**src/rtl/perf_event_counter_bank_pkg.sv**
```systemverilog
// perf_pkg: shared types and constants for the performance-monitor bank.
//   perf_state_e      : controller states (IDLE, COUNT, DUMP, DONE)
//   EV_*              : event_in bit positions of the standard core events
package perf_pkg;

    typedef enum logic [1:0] {
        IDLE  = 2'd0,
        COUNT = 2'd1,
        DUMP  = 2'd2,
        DONE  = 2'd3
    } perf_state_e;

    localparam int EV_INST  = 0;
    localparam int EV_ICREQ = 1;
    localparam int EV_ICHIT = 2;
    localparam int EV_DCREQ = 3;
    localparam int EV_DCHIT = 4;

endpackage

```
**src/rtl/perf_event_counter_bank_if.sv**
```systemverilog
// Dump streaming port of the performance-monitor bank.
//   dump_valid : word available (source)
//   dump_ready : consumer accepts word (sink)
//   dump_data  : counter value
//   dump_idx   : 0 = cycle counter, k = event k-1
//   dump_last  : current word is the final one
interface perf_event_counter_bank_if #(
    parameter int CNT_WIDTH = 32,
    parameter int IDX_W     = 4
);
    logic                 dump_valid;
    logic                 dump_ready;
    logic [CNT_WIDTH-1:0] dump_data;
    logic [IDX_W-1:0]     dump_idx;
    logic                 dump_last;

    modport master (
        output dump_valid,
        output dump_data,
        output dump_idx,
        output dump_last,
        input  dump_ready
    );

    modport slave (
        input  dump_valid,
        input  dump_data,
        input  dump_idx,
        input  dump_last,
        output dump_ready
    );
endinterface

```
**src/rtl/perf_event_counter_bank_cell.sv**
```systemverilog
// perf_counter_cell: one CNT_WIDTH event counter with sticky overflow flag.
//   clk, rst : clock, synchronous active-high reset
//   inc      : add one this cycle
//   clr      : zero count and ovf (wins over inc)
//   count    : current value
//   ovf      : set when an increment arrives at all-ones; held until clr/rst
module perf_counter_cell #(
    parameter int CNT_WIDTH = 32,
    parameter bit SATURATE  = 1'b1
) (
    input  logic                 clk,
    input  logic                 rst,
    input  logic                 inc,
    input  logic                 clr,
    output logic [CNT_WIDTH-1:0] count,
    output logic                 ovf
);

    always_ff @(posedge clk) begin
        if (rst || clr) begin
            count <= '0;
            ovf   <= 1'b0;
        end else if (inc) begin
            if (&count) begin
                ovf <= 1'b1;
                if (!SATURATE) begin
                    count <= '0;
                end
            end else begin
                count <= count + CNT_WIDTH'(1);
            end
        end
    end

endmodule

```
**src/rtl/perf_event_counter_bank.sv**
```systemverilog
// perf_event_counter_bank: cycle counter plus NUM_EVENTS event counters.
// Counts while running, freezes on halt and streams the snapshot out.
//   clk, rst   : clock, synchronous active-high reset
//   start      : IDLE -> COUNT
//   clear      : zero counters/ovf (ignored during DUMP); DONE -> IDLE
//   event_in   : per-cycle event strobes
//   halt       : COUNT -> DUMP (halt cycle is still counted)
//   rd_sel     : read index, 0 = cycles, i+1 = event i, out of range reads 0
//   rd_data    : registered read data, one cycle latency
//   ovf        : sticky overflow flags, bit 0 = cycles, bit i+1 = event i
//   dump       : valid/ready snapshot stream (master side)
//   busy, done : in COUNT/DUMP, in DONE
//
// state | meaning
// IDLE  | counters held, waiting for start
// COUNT | cycle and event counters running
// DUMP  | counters frozen, streaming NUM_EVENTS+1 words
// DONE  | counters frozen, waiting for clear
module perf_event_counter_bank
    import perf_pkg::*;
#(
    parameter int NUM_EVENTS = 8,
    parameter int CNT_WIDTH  = 32,
    parameter int SATURATE   = 1,
    parameter int IDX_W      = $clog2(NUM_EVENTS + 1)
) (
    input  logic                      clk,
    input  logic                      rst,
    input  logic                      start,
    input  logic                      clear,
    input  logic [NUM_EVENTS-1:0]     event_in,
    input  logic                      halt,
    input  logic [IDX_W-1:0]          rd_sel,
    output logic [CNT_WIDTH-1:0]      rd_data,
    output logic [NUM_EVENTS:0]       ovf,
    perf_event_counter_bank_if.master dump,
    output logic                      busy,
    output logic                      done
);

    localparam int NUM_WORDS = NUM_EVENTS + 1;

    perf_state_e          state;
    logic [CNT_WIDTH-1:0] cnt [NUM_WORDS];
    logic [NUM_WORDS-1:0] inc;
    logic                 clr_cnt;
    logic [CNT_WIDTH-1:0] rd_next;
    logic [CNT_WIDTH-1:0] dump_word;

    // Clear is blocked in DUMP so the snapshot being streamed cannot change.
    assign clr_cnt = clear && (state != DUMP);
    assign inc     = (state == COUNT) ? {event_in, 1'b1} : '0;

    for (genvar g = 0; g < NUM_WORDS; g++) begin : g_cell
        perf_counter_cell #(
            .CNT_WIDTH (CNT_WIDTH),
            .SATURATE  (SATURATE != 0)
        ) u_cell (
            .clk   (clk),
            .rst   (rst),
            .inc   (inc[g]),
            .clr   (clr_cnt),
            .count (cnt[g]),
            .ovf   (ovf[g])
        );
    end

    always_comb begin
        rd_next   = '0;
        dump_word = '0;
        for (int i = 0; i < NUM_WORDS; i++) begin
            if (rd_sel == IDX_W'(i)) begin
                rd_next = cnt[i];
            end
            if (dump.dump_idx == IDX_W'(i)) begin
                dump_word = cnt[i];
            end
        end
    end

    // Counters are frozen in DUMP, so a mux on the registered index is stable
    // under backpressure.
    assign dump.dump_data = dump_word;

    always_ff @(posedge clk) begin
        if (rst) begin
            state           <= IDLE;
            rd_data         <= '0;
            dump.dump_valid <= 1'b0;
            dump.dump_idx   <= '0;
            dump.dump_last  <= 1'b0;
            busy            <= 1'b0;
            done            <= 1'b0;
        end else begin
            rd_data <= rd_next;
            case (state)
                IDLE: begin
                    if (!clear && start) begin
                        state <= COUNT;
                        busy  <= 1'b1;
                    end
                end
                COUNT: begin
                    if (halt) begin
                        state           <= DUMP;
                        dump.dump_valid <= 1'b1;
                        dump.dump_idx   <= '0;
                        dump.dump_last  <= 1'b0;
                    end
                end
                DUMP: begin
                    if (dump.dump_valid && dump.dump_ready) begin
                        if (dump.dump_last) begin
                            state           <= DONE;
                            dump.dump_valid <= 1'b0;
                            dump.dump_last  <= 1'b0;
                            dump.dump_idx   <= '0;
                            busy            <= 1'b0;
                            done            <= 1'b1;
                        end else begin
                            dump.dump_idx  <= dump.dump_idx + IDX_W'(1);
                            dump.dump_last <= (dump.dump_idx == IDX_W'(NUM_EVENTS - 1));
                        end
                    end
                end
                DONE: begin
                    if (clear) begin
                        state <= IDLE;
                        done  <= 1'b0;
                    end
                end
                default: state <= IDLE;
            endcase
        end
    end

endmodule

```
**src/flat_wrapper.sv**
```systemverilog
// flat-port wrapper written by rule: the top's interface ports become plain ports
module perf_event_counter_bank_flat import perf_pkg::*;
#(
    parameter int NUM_EVENTS = 8,
    parameter int CNT_WIDTH  = 32,
    parameter int SATURATE   = 1,
    parameter int IDX_W      = $clog2(NUM_EVENTS + 1)
)
  (clk, rst, start, clear, event_in, halt, rd_sel, rd_data, ovf, busy, done, dump_dump_valid, dump_dump_data, dump_dump_idx, dump_dump_last, dump_dump_ready);
  perf_event_counter_bank_if #(.CNT_WIDTH(CNT_WIDTH), .IDX_W(IDX_W)) dump_i ();
  input  logic clk;
  input  logic rst;
  input  logic start;
  input  logic clear;
  input  logic [NUM_EVENTS-1:0] event_in;
  input  logic halt;
  input  logic [IDX_W-1:0] rd_sel;
  output logic [CNT_WIDTH-1:0] rd_data;
  output logic [NUM_EVENTS:0] ovf;
  output logic busy;
  output logic done;
  output wire logic [$bits(dump_i.dump_valid)-1:0] dump_dump_valid;
  output wire logic [$bits(dump_i.dump_data)-1:0] dump_dump_data;
  output wire logic [$bits(dump_i.dump_idx)-1:0] dump_dump_idx;
  output wire logic [$bits(dump_i.dump_last)-1:0] dump_dump_last;
  input wire logic [$bits(dump_i.dump_ready)-1:0] dump_dump_ready;
  assign dump_dump_valid = dump_i.dump_valid;
  assign dump_dump_data = dump_i.dump_data;
  assign dump_dump_idx = dump_i.dump_idx;
  assign dump_dump_last = dump_i.dump_last;
  assign dump_i.dump_ready = dump_dump_ready;
  perf_event_counter_bank #(.NUM_EVENTS(NUM_EVENTS), .CNT_WIDTH(CNT_WIDTH), .SATURATE(SATURATE), .IDX_W(IDX_W)) u_core (.clk(clk), .rst(rst), .start(start), .clear(clear), .event_in(event_in), .halt(halt), .rd_sel(rd_sel), .rd_data(rd_data), .ovf(ovf), .dump(dump_i), .busy(busy), .done(done));
endmodule
```
**config.mk**
```make
export PLATFORM = sky130hd
export DESIGN_NAME = perf_event_counter_bank_flat
export DESIGN_NICKNAME = d
export VERILOG_FILES = /design/src/rtl/perf_event_counter_bank_pkg.sv /design/src/rtl/perf_event_counter_bank_if.sv /design/src/rtl/perf_event_counter_bank_cell.sv /design/src/rtl/perf_event_counter_bank.sv /design/src/flat_wrapper.sv
export SDC_FILE = /design/constraint.sdc
export NUM_CORES = 1
export LEC_CHECK = 0
export ABC_CLOCK_PERIOD_IN_PS = 3300
export BUFFER_PORTS_ARGS = -buffer_cell sky130_fd_sc_hd__buf_2
export CAP_MARGIN = 10
export CORE_AREA = 3 3 291 293
export CTS_CLUSTER_DIAMETER = 60
export CTS_CLUSTER_SIZE = 24
export DETAILED_ROUTE_END_ITERATION = 8
export DIE_AREA = 0 0 294 296
export SYNTH_ARGS = -nofsm -noshare
export SYNTH_HDL_FRONTEND = slang
export SYNTH_SLANG_ARGS = --single-unit
```
**constraint.sdc**
```tcl
create_clock -name clk -period 3.3 [get_ports clk]
set_input_delay 0.165 -clock clk [delete_from_list [all_inputs] [get_ports clk]]
set_output_delay 0.165 -clock clk [all_outputs]
set_load 0.005 [all_outputs]
```
== Word-level counts from Yosys, hierarchy flattened ==
Index checks and enable logic that the tools add are counted.
Word-level totals
  register bits after elaboration: 339
  input bits: 18
  output and inout bits: 81
  logic and storage cells: 155
Cells by class
  add/sub/neg operators: 10
  equality and inequality tests: 25
  muxes and demuxes: 43
  bitwise gates (word level): 9
  reduce and logical (&&, ||, !) cells: 43
Operators with widths (count)
  2-to-1 mux 32 bit: 18
  AND reduction 33 bit: 9
  adder 32 x 1 -> 32 bit (second input constant): 9
  AND reduction 32 bit: 9
  equality test 4 x 3 -> 1 bit (second input constant): 8
  AND reduction 2 bit: 9
  equality test 4 x 2 -> 1 bit (second input constant): 4
  2-to-1 mux 4 bit: 3
  AND reduction 4 bit: 3
  2-to-1 mux 1 bit: 10
  2-to-1 mux 2 bit: 5
  2-to-1 mux 9 bit: 1
  inverter 1 bit: 9
  equality test 4 x 1 -> 1 bit (second input constant): 2
  equality test 4 bit (second input constant): 2
  logical NOT 4 bit: 2
  case mux 1 bit (2 select lines): 4
  case mux 2 bit (4 select lines): 1
  case mux 4 bit (2 select lines): 1
  != test 2 x 1 -> 1 bit (second input constant): 3
  != test 2 bit (second input constant): 3
  nonzero test 2 bit: 3
  AND reduction 5 bit: 1
  adder 4 x 1 -> 4 bit (second input constant): 1
  7 further kinds: 10

== Logic depth before layout (Yosys ltp) ==
Gate-level depths: netlist of run 1.
  depth in word-level cells: 10
  mapped depth: 10
  gate-level depth less buffers: 7

== Cells and area by module ==
From an unflattened synthesis of run 1, not the netlist that was laid out.
Second synthesis, totals
  cell total of the unflattened synthesis: 2908
  area total of the unflattened synthesis: 23467.5 um^2
Modules (own cells, without submodules)
  perf_counter_cell: instances 9, cells an instance 206, area each 1771.7 um^2, sequential area each 660.6 um^2
  perf_event_counter_bank: instances 1, cells an instance 1054, area each 7522.2 um^2, sequential area each 840.8 um^2

== Worst setup path before layout of run 1 ==
No wires, ideal clock.
  path type: reg2reg
  start: reg u_core.state[1]
  end: reg u_core.g_cell[5].u_cell.count[29]
  setup time: 0.070 ns
  data arrival time: 2.126 ns
  data required time: 3.230 ns
  path slack: 1.104 ns
  stages on the path, launching flop included: 10
  buffers on the path: 2
  period minus slack after synthesis: 2.196 ns
  cells stage by stage: dfxtp_1 inv_1 ha_1 buf_2 buf_2 nand2_1 nor4_2 o211ai_1 or3_1 a21oi_1
Between the ends
  word-level cells in the longest chain between the ends: 3
  elaborated cells on any way between the ends: 6
  those cells by class: eq/ne (2); mux (1); reduce/logical (3)
RTL lines
  start: declaration: line perf_event_counter_bank.sv:43  | perf_state_e state;
  start signal: assignment: line perf_event_counter_bank.sv:87  | state <= IDLE;
  start signal: assignment: line perf_event_counter_bank.sv:99  | state <= COUNT;
  start signal: assignment: line perf_event_counter_bank.sv:105  | state <= DUMP;
  equality test 2 x 1 -> 1 bit / != test 2 bit (equally long branches): line perf_event_counter_bank.sv:52, perf_event_counter_bank.sv:51
  2-to-1 mux 9 bit / logical AND 1 bit (equally long branches): line perf_event_counter_bank.sv:52, perf_event_counter_bank.sv:51
  AND reduction 2 bit (no source line) / logical OR 1 bit (equally long branches)
  end signal: assignment: line perf_event_counter_bank_cell.sv:30  | count <= count + CNT_WIDTH'(1);
  end: declaration: line perf_event_counter_bank_cell.sv:15  | output logic [CNT_WIDTH-1:0] count,
Several ways; a longest one is shown, not always the timed one.
A chain may end at the register's enable or synchronous reset.

== Worst setup path after layout of run 1 ==
  start: reg u_core.dump.dump_idx[1]
  end: out dump_dump_data[28]
Between the ends
  word-level cells in the longest chain between the ends: 10
  elaborated cells on any way between the ends: 18
  those cells by class: eq/ne (8); mux (9); reduce/logical (1)
RTL lines
  start: declaration: line perf_event_counter_bank_if.sv:20  | output dump_idx,
  start signal: assignment: line perf_event_counter_bank.sv:121  | dump.dump_idx <= dump.dump_idx + IDX_W'(1);
  logical NOT 4 bit: line perf_event_counter_bank.sv:75  | if (dump.dump_idx == IDX_W'(i)) begin
  2-to-1 mux 32 bit (8 in series): line perf_event_counter_bank.sv:75
  2-to-1 mux 32 bit *: line perf_event_counter_bank.sv:75
  end: declaration: line flat_wrapper.sv:23  | output wire logic [$bits(dump_i.dump_data)-1:0] dump_dump_data;
Mark *: on every way between the ends. The rest lies on a longest branch, timed or not.

==> flow_metrics.py, run 1 <==
metrics = {
    "pwr": {
        "power.total_mw": 10.3,
        "power_density_nw_per_um2": 433,
        "ir_worst_vdd_v": 0.000255,
        "p_leak_nw": 7.95,
    },
    "synth": {
        "synth_area_leaders": "dfxtp_1 (33%), a21oi_1 (4.3%), nand2_1 (4.2%), nor2_1 (4.0%), or3_1 (3.0%)",
        "synth.most_common_cell": "dfxtp_1",
        "netlist_area_um2": 20600,
        "synth_top_area_share_pct": 33.0,
        "ys_types": 89,
        "synth-seq-cells": 339,
        "synth_top_area_cell": "dfxtp_1",
        "syn-num-nets": 2608,
        "seq_area_frac_synth_pct": 33.0,
        "syn_area_per_cell_um2": 8.00,
        "ys_async_sr_fraction_pct": 0,
        "synth_flop_cell": "dfxtp_1",
        "yosys_warnings": 0,
        "yosys-top-cells-count": "dfxtp_1 (339), nand2_1 (232), nor2_1 (221), a21oi_1 (176), clkbuf_1 (146)",
        "synth_edf_count": 0,
        "postSynthCellCount": 2573,
    },
    "global_routing": {
        "grt_use_met3_pct": 7.83,
        "grt_start_max_net_pins": 92,
        "grt_busiest_layer": "met2",
        "grt_pass1_vias": 18700,
        "grt_overflow_total": 0,
        "antenna_found_initial": 11,
        "grt_pass1_wl_um": 122000,
        "grt_usage_pct": 18.3,
        "grt_util_met1_pct": 25.2,
        "use_met2_pct": 26.5,
    },
    "critical_path": {
        "r2r_slack_ns": 0.53,
        "rr_worst_depth": 8,
        "cp-end-kind": "output port",
        "reg2reg_from": "u_core.state[1]",
        "critPathKind": "register to output port",
        "cp.required_ns": 3.13,
        "start_kind": "register",
        "endpoint": "dump_dump_data[28]",
        "arrival_ns": 3.06,
        "worstReg2RegEnd": "u_core.g_cell[4].u_cell.count[29]",
        "path_max_fanout": 32,
        "crit_start": "u_core.dump.dump_idx[1]",
    },
    "clocking": {
        "postCtsSetupBuffers": 0,
        "clkSlewWorstSetupHoldPaths_ns": 0.08,
        "clockBufferDepth": 3,
        "cts_tree": "done",
        "htree_levels": 2,
        "root_buffer": "clkbuf_16",
        "cts_buffers": 35,
        "clock_latency_ns": 0.58,
        "clkSinkCount": 339,
    },
    "die": {
        "fp.dieH_um": 296,
        "die_area_um2": 87000,
        "std_cell_rows": 105,
        "coreArea_um2": 82100,
        "initial_core_util_pct": 25.1,
        "io_pins": 99,
        "fp.dieW_um": 294,
    },
    "timing": {
        "hold_viol": 0,
        "setup_viol": 0,
        "max_freq_ghz": 0.310,
        "relSlewSlack_pct": 40.5,
        "finClkSkew_ns": 0.0235,
        "timing.final.ws_setup_ns": 0.0714,
        "max_slew.worst_pin.slew_ns": 0.884,
        "post-route-period-util_pct": 97.8,
        "final.setup.tns_ns": 0,
        "rsz0062_at_grt": "no",
        "fin_crit_ns": 3.23,
        "drv_slew": 0,
    },
    "cells_and_area": {
        "fin_area_um2": 23700,
        "syn2layout_area_growth_pct": 15.3,
        "drive_above_1_share_pct": 12.9,
        "fin_nets": 2639,
        "final_core_util_pct": 28.9,
    },
    "drt": {
        "wl_per_cell_um": 22.6,
        "ant_nets": 0,
        "drt_iter0_drc": 2550,
        "wl_um": 83700,
        "num_vias": 21500,
        "route.detailed.drc": 0,
        "vias_per_cell": 5.79,
        "first_pass_iters": 5,
    },
    "job": {
        "cap_violations": 0,
    },
    "min_path": {
        "min_path_type": "input port to register",
    },
    "place": {
        "portBuffers": 98,
        "dp_slack_ns": 0.591,
        "place_area_um2": 22400,
        "gp_congestion": 0.978,
        "hpwl_um": 62400,
    },
    "status": {
        "status": "finished clean",
    },
}
[worst min-delay path by stage]
stage | startpoint | depth (start not counted) | slack, ns | endpoint
6_report | event_in[5] | 4 | 0.03 | u_core.g_cell[6].u_cell.count[1]
3_3_place_gp | u_core.g_cell[0].u_cell.ovf | 2 | 0.43 | u_core.g_cell[0].u_cell.ovf
5_1_grt | event_in[5] | 4 | 0.04 | u_core.g_cell[6].u_cell.count[1]
3_5_place_dp | u_core.g_cell[0].u_cell.ovf | 2 | 0.44 | u_core.g_cell[0].u_cell.ovf
2_1_floorplan | event_in[0] | 2 | 0.32 | u_core.g_cell[1].u_cell.ovf
4_1_cts | event_in[5] | 4 | 0.01 | u_core.g_cell[6].u_cell.count[1]
[critical path: stages, from the launching register on]
cell      delay, ns
dfxtp_1        0.39
inv_1          0.10
ha_1           0.25
nor4b_2        0.23
buf_4          0.42
a221o_1        0.26
o211ai_1       0.10
a31oi_1        0.48
buf_2          0.21
[stage by stage]
step	hold slack (ns)	cells
final	0.0267	3704
after global routing	0.0448	3700
after CTS	0.00999	3700
after detailed placement	0.444	3631
after global placement	0.434	3630
after floorplan	0.321	2573
[logic make-up (layout without fill, tap and decap cells)]
kind of cell    after synthesis  count (layout)  share of synthesized area [%]
flops                       339             339                           33.0
xor+xnor                     92              92                           3.92
compound gates              762             762                           24.9
simple gates               1033            1033                           27.1
buf+inv                     255             312                           5.31
mux                          75              75                           4.81
other cells                   0               4                              0
fa+ha+maj                    17              17                           1.03
[final cells by class]
type	count	area, um2
Fill cell	8741	58400
Multi-Input combinational cell	1979	12800
Sequential cell	339	6790
Timing Repair Buffer	201	1390
Tap cell	1070	1340
Clock buffer	38	897
Clock inverter	25	365
Inverter	48	180
Antenna cell	4	10.0
[routing by layer]
layer,vias to the layer above,routed length [um]
li1,9843,-
met1,10200,34800
met2,1227,34500
met3,133,12500
met4,16,1850
met5,-,97
[registers in the layout (all words and copies together), names as in the netlist]
signal                      flops
u_core.busy                     1
u_core.done                     1
u_core.dump.dump_idx            4
u_core.dump.dump_last           1
u_core.dump.dump_valid          1
u_core.g_cell.u_cell.count    288
u_core.g_cell.u_cell.ovf        9
u_core.rd_data                 32
u_core.state                    2
[placed cells by master, fill, tap and decap left out, types with 35 or more instances in the layout]
cell	synthesis	final
mux2i_1	55	55
or3_1	99	99
a21oi_1	176	175
buf_4	16	89
inv_1	47	47
nor2_1	221	221
dfxtp_1	339	339
and4_1	45	45
nand3_1	97	97
xnor2_1	45	45
o22ai_1	77	77
xor2_1	47	47
buf_2	28	97
nand2b_1	41	41
a31oi_1	56	55
clkbuf_16	0	35
or4_1	48	48
nand2_1	232	232
nand4_1	89	89
o211ai_1	63	63
a211oi_1	37	37
o21ai_0	123	123
[what timing repair did]
item	CTS	global route
gates resized for setup	0	2
hold buffers	6	0
setup endpoints to repair	0	18
endpoints found under the hold margin	5	0
[power breakdown]
part | switching (mW) | internal, mW | total, mW
combinational | 1.03 | 0.491 | 1.52
clock | 2.02 | 2.52 | 4.54
sequential | 0.0680 | 4.14 | 4.21
total | 3.12 | 7.15 | 10.3
No activity file was read; power rests on OpenSTA's default activity.
==> inputs of run 2 (changes only) <==
--- a/config.mk
+++ b/config.mk
@@ -8,11 +8,11 @@
 export ABC_CLOCK_PERIOD_IN_PS = 3300
 export BUFFER_PORTS_ARGS = -buffer_cell sky130_fd_sc_hd__buf_2
 export CAP_MARGIN = 10
-export CORE_AREA = 3 3 291 293
+export CORE_AREA = 3 3 266 268
 export CTS_CLUSTER_DIAMETER = 60
 export CTS_CLUSTER_SIZE = 24
 export DETAILED_ROUTE_END_ITERATION = 8
-export DIE_AREA = 0 0 294 296
+export DIE_AREA = 0 0 269 271
 export SYNTH_ARGS = -nofsm -noshare
 export SYNTH_HDL_FRONTEND = slang
 export SYNTH_SLANG_ARGS = --single-unit
==> run 2 against run 1 <==
Net effect:
- fmax rose by 1.6%
- count of clock-buffer cells in the layout rose by 3
- clock skew rose by 0.017 ns
- first-iteration DRC count rose by 6.9%
- clock power fell by 8.4%
- critical path type unchanged
- critical endpoint is now dump_dump_data[16]
==> flow_metrics.py, run 2 (synthesis gave the netlist of run 1 again) <==
metrics = {
    "timing": {
        "relSlewSlack_pct": 32.6,
        "finClkSkew_ns": 0.0401,
        "timing.final.ws_setup_ns": 0.122,
        "drv_slew": 0,
        "hold_viol": 0,
        "max_freq_ghz": 0.315,
        "final.setup.tns_ns": 0,
        "fin_crit_ns": 3.18,
        "rsz0062_at_grt": "no",
        "max_slew.worst_pin.slew_ns": 0.998,
        "setup_viol": 0,
        "post-route-period-util_pct": 96.3,
    },
    "status": {
        "status": "finished clean",
    },
    "clocking": {
        "cts_tree": "done",
        "cts_buffers": 35,
        "root_buffer": "clkbuf_16",
        "clkSinkCount": 339,
        "clkSlewWorstSetupHoldPaths_ns": 0.06,
        "clockBufferDepth": 3,
        "postCtsSetupBuffers": 0,
        "clock_latency_ns": 0.58,
        "htree_levels": 2,
    },
    "cells_and_area": {
        "final_cell_mix": "dfxtp_1 (339), nand2_1 (232), nor2_1 (221), a21oi_1 (175), o21ai_0 (123)",
        "fill_cells": 7227,
        "top_regs": "u_core.g_cell.u_cell.count x288, u_core.rd_data x32, u_core.g_cell.u_cell.ovf x9",
        "top_register": "u_core.g_cell.u_cell.count",
        "syn2layout_area_growth_pct": 13.6,
        "largest_register_ffs": 288,
        "drive_above_1_share_pct": 12.4,
        "fin_nets": 2630,
        "final_common_cell": "dfxtp_1",
    },
    "pwr": {
        "power_density_nw_per_um2": 422,
        "p_leak_nw": 7.84,
        "ir_worst_vdd_v": 0.000305,
    },
    "min_path": {
        "min_path_type": "input port to register",
    },
    "critical_path": {
        "rr_worst_depth": 7,
        "critPathKind": "register to output port",
        "reg2reg_from": "u_core.state[1]",
        "cp.required_ns": 3.13,
        "cp-end-kind": "output port",
        "arrival_ns": 3.01,
        "cp_slowest_cell": "dfxtp_1",
        "r2r_slack_ns": 0.40,
        "cpPeakStageDelay_ns": 0.42,
        "cp_common_cell": "buf_4",
        "path_max_fanout": 28,
        "endpoint": "dump_dump_data[16]",
        "crit_start": "u_core.dump.dump_idx[1]",
        "start_kind": "register",
        "path_cells": "inv_1, ha_1, nor4b_2, buf_4, buf_4, a221o_1, o211ai_1, a31oi_1, buf_2",
        "worstReg2RegEnd": "u_core.g_cell[2].u_cell.count[29]",
    },
    "die": {
        "coreArea_um2": 68600,
        "fp.dieH_um": 271,
        "io_pins": 99,
        "fp.dieW_um": 269,
        "die_area_um2": 72900,
        "initial_core_util_pct": 30.0,
        "std_cell_rows": 96,
    },
    "drt": {
        "ant_nets": 0,
        "drt_iter0_drc": 2727,
        "wl_per_cell_um": 22.0,
        "wl_um": 78100,
        "route.detailed.drc": 0,
        "first_pass_iters": 6,
        "vias_per_cell": 5.96,
        "num_vias": 21200,
    },
    "job": {
        "cap_violations": 0,
    },
    "global_routing": {
        "grt_overflow_total": 0,
        "grt_pass1_vias": 18400,
        "antenna_found_initial": 5,
        "grt_start_max_net_pins": 92,
        "grt_usage_pct": 20.7,
        "grt_pass1_wl_um": 117000,
    },
    "place": {
        "gp_congestion": 0.945,
        "portBuffers": 98,
        "hpwl_um": 57300,
        "dp_slack_ns": 0.426,
    },
}
==> run 2: cell count changes in the layout (fill, tap and decap cells not counted), moves of 3 or more <==
cell       delta
buf_4        -10
bufinv_16     -5
inv_8         -4
inv_12        +3
==> run 2: per-layer routing <==
layer	share of wire [%]	routed length (um)	vias to the layer above	global-route usage, %
li1	-	-	9824	-
met1	44	34600	10100	30.7
met2	42	32700	1098	30.1
met3	11	8630	103	3.98
met4	2.8	2170	4	5.61
met5	0.042	33	-	0
==> run 2: stage by stage <==
step           cell area [um2]  hold slack, ns  power [mW]  util, %  cells
2_1_floorplan            20600           0.321        5.20        -   2573
3_3_place_gp             22200           0.463        5.75     32.3   3483
3_5_place_dp             22200           0.461        5.76     32.3   3483
4_1_cts                  23400          0.0108        9.91     34.1   3549
5_1_grt                  23400          0.0423        10.2     34.1   3549
6_report                 23400          0.0306        9.86     34.1   3551
==> run 2: final cells by class <==
class,count,area (um2),share of cell area [%]
multi-input cells,1979,12800,54.6
clock buffers,41,951,4.07
repair buffers,192,1340,5.73
diodes,2,5.00,0.0214
inverters,48,180,0.771
flip-flops and latches,339,6790,29.0
clock inverters,19,190,0.814
well taps,931,1160,4.98
==> run 2: worst min path at each step <==
stage	from	endpoint	cells after the start
5_1_grt	event_in[5]	u_core.g_cell[6].u_cell.count[1]	4
3_3_place_gp	u_core.g_cell[2].u_cell.ovf	u_core.g_cell[2].u_cell.ovf	2
4_1_cts	event_in[5]	u_core.g_cell[6].u_cell.count[0]	4
3_5_place_dp	u_core.g_cell[2].u_cell.ovf	u_core.g_cell[2].u_cell.ovf	2
2_1_floorplan	event_in[0]	u_core.g_cell[1].u_cell.ovf	2
6_report	event_in[5]	u_core.g_cell[6].u_cell.count[0]	4
==> run 2: power by group <==
group / leakage [nW] / switching [mW] / total [mW] / internal (mW)
Combinational: 4.56 / 1.01 / 1.49 / 0.480
Clock: 0.551 / 1.96 / 4.16 / 2.20
Sequential: 2.73 / 0.0672 / 4.21 / 4.14
==> run 2: what timing repair did <==
action / 4_1_cts / 5_1_grt
endpoints found under the hold margin: 5 / 0
setup endpoints to repair: 0 / 1
gates resized for setup: 0 / 1
hold buffers: 6 / 0
==> run 2: critical path, delay by kind of cell (launching register included) <==
kind,cells,cell delay (ns)
compound gates,3,0.65
fa+ha+maj,1,0.25
buf+inv,4,0.89
flops,1,0.42
simple gates,1,0.23
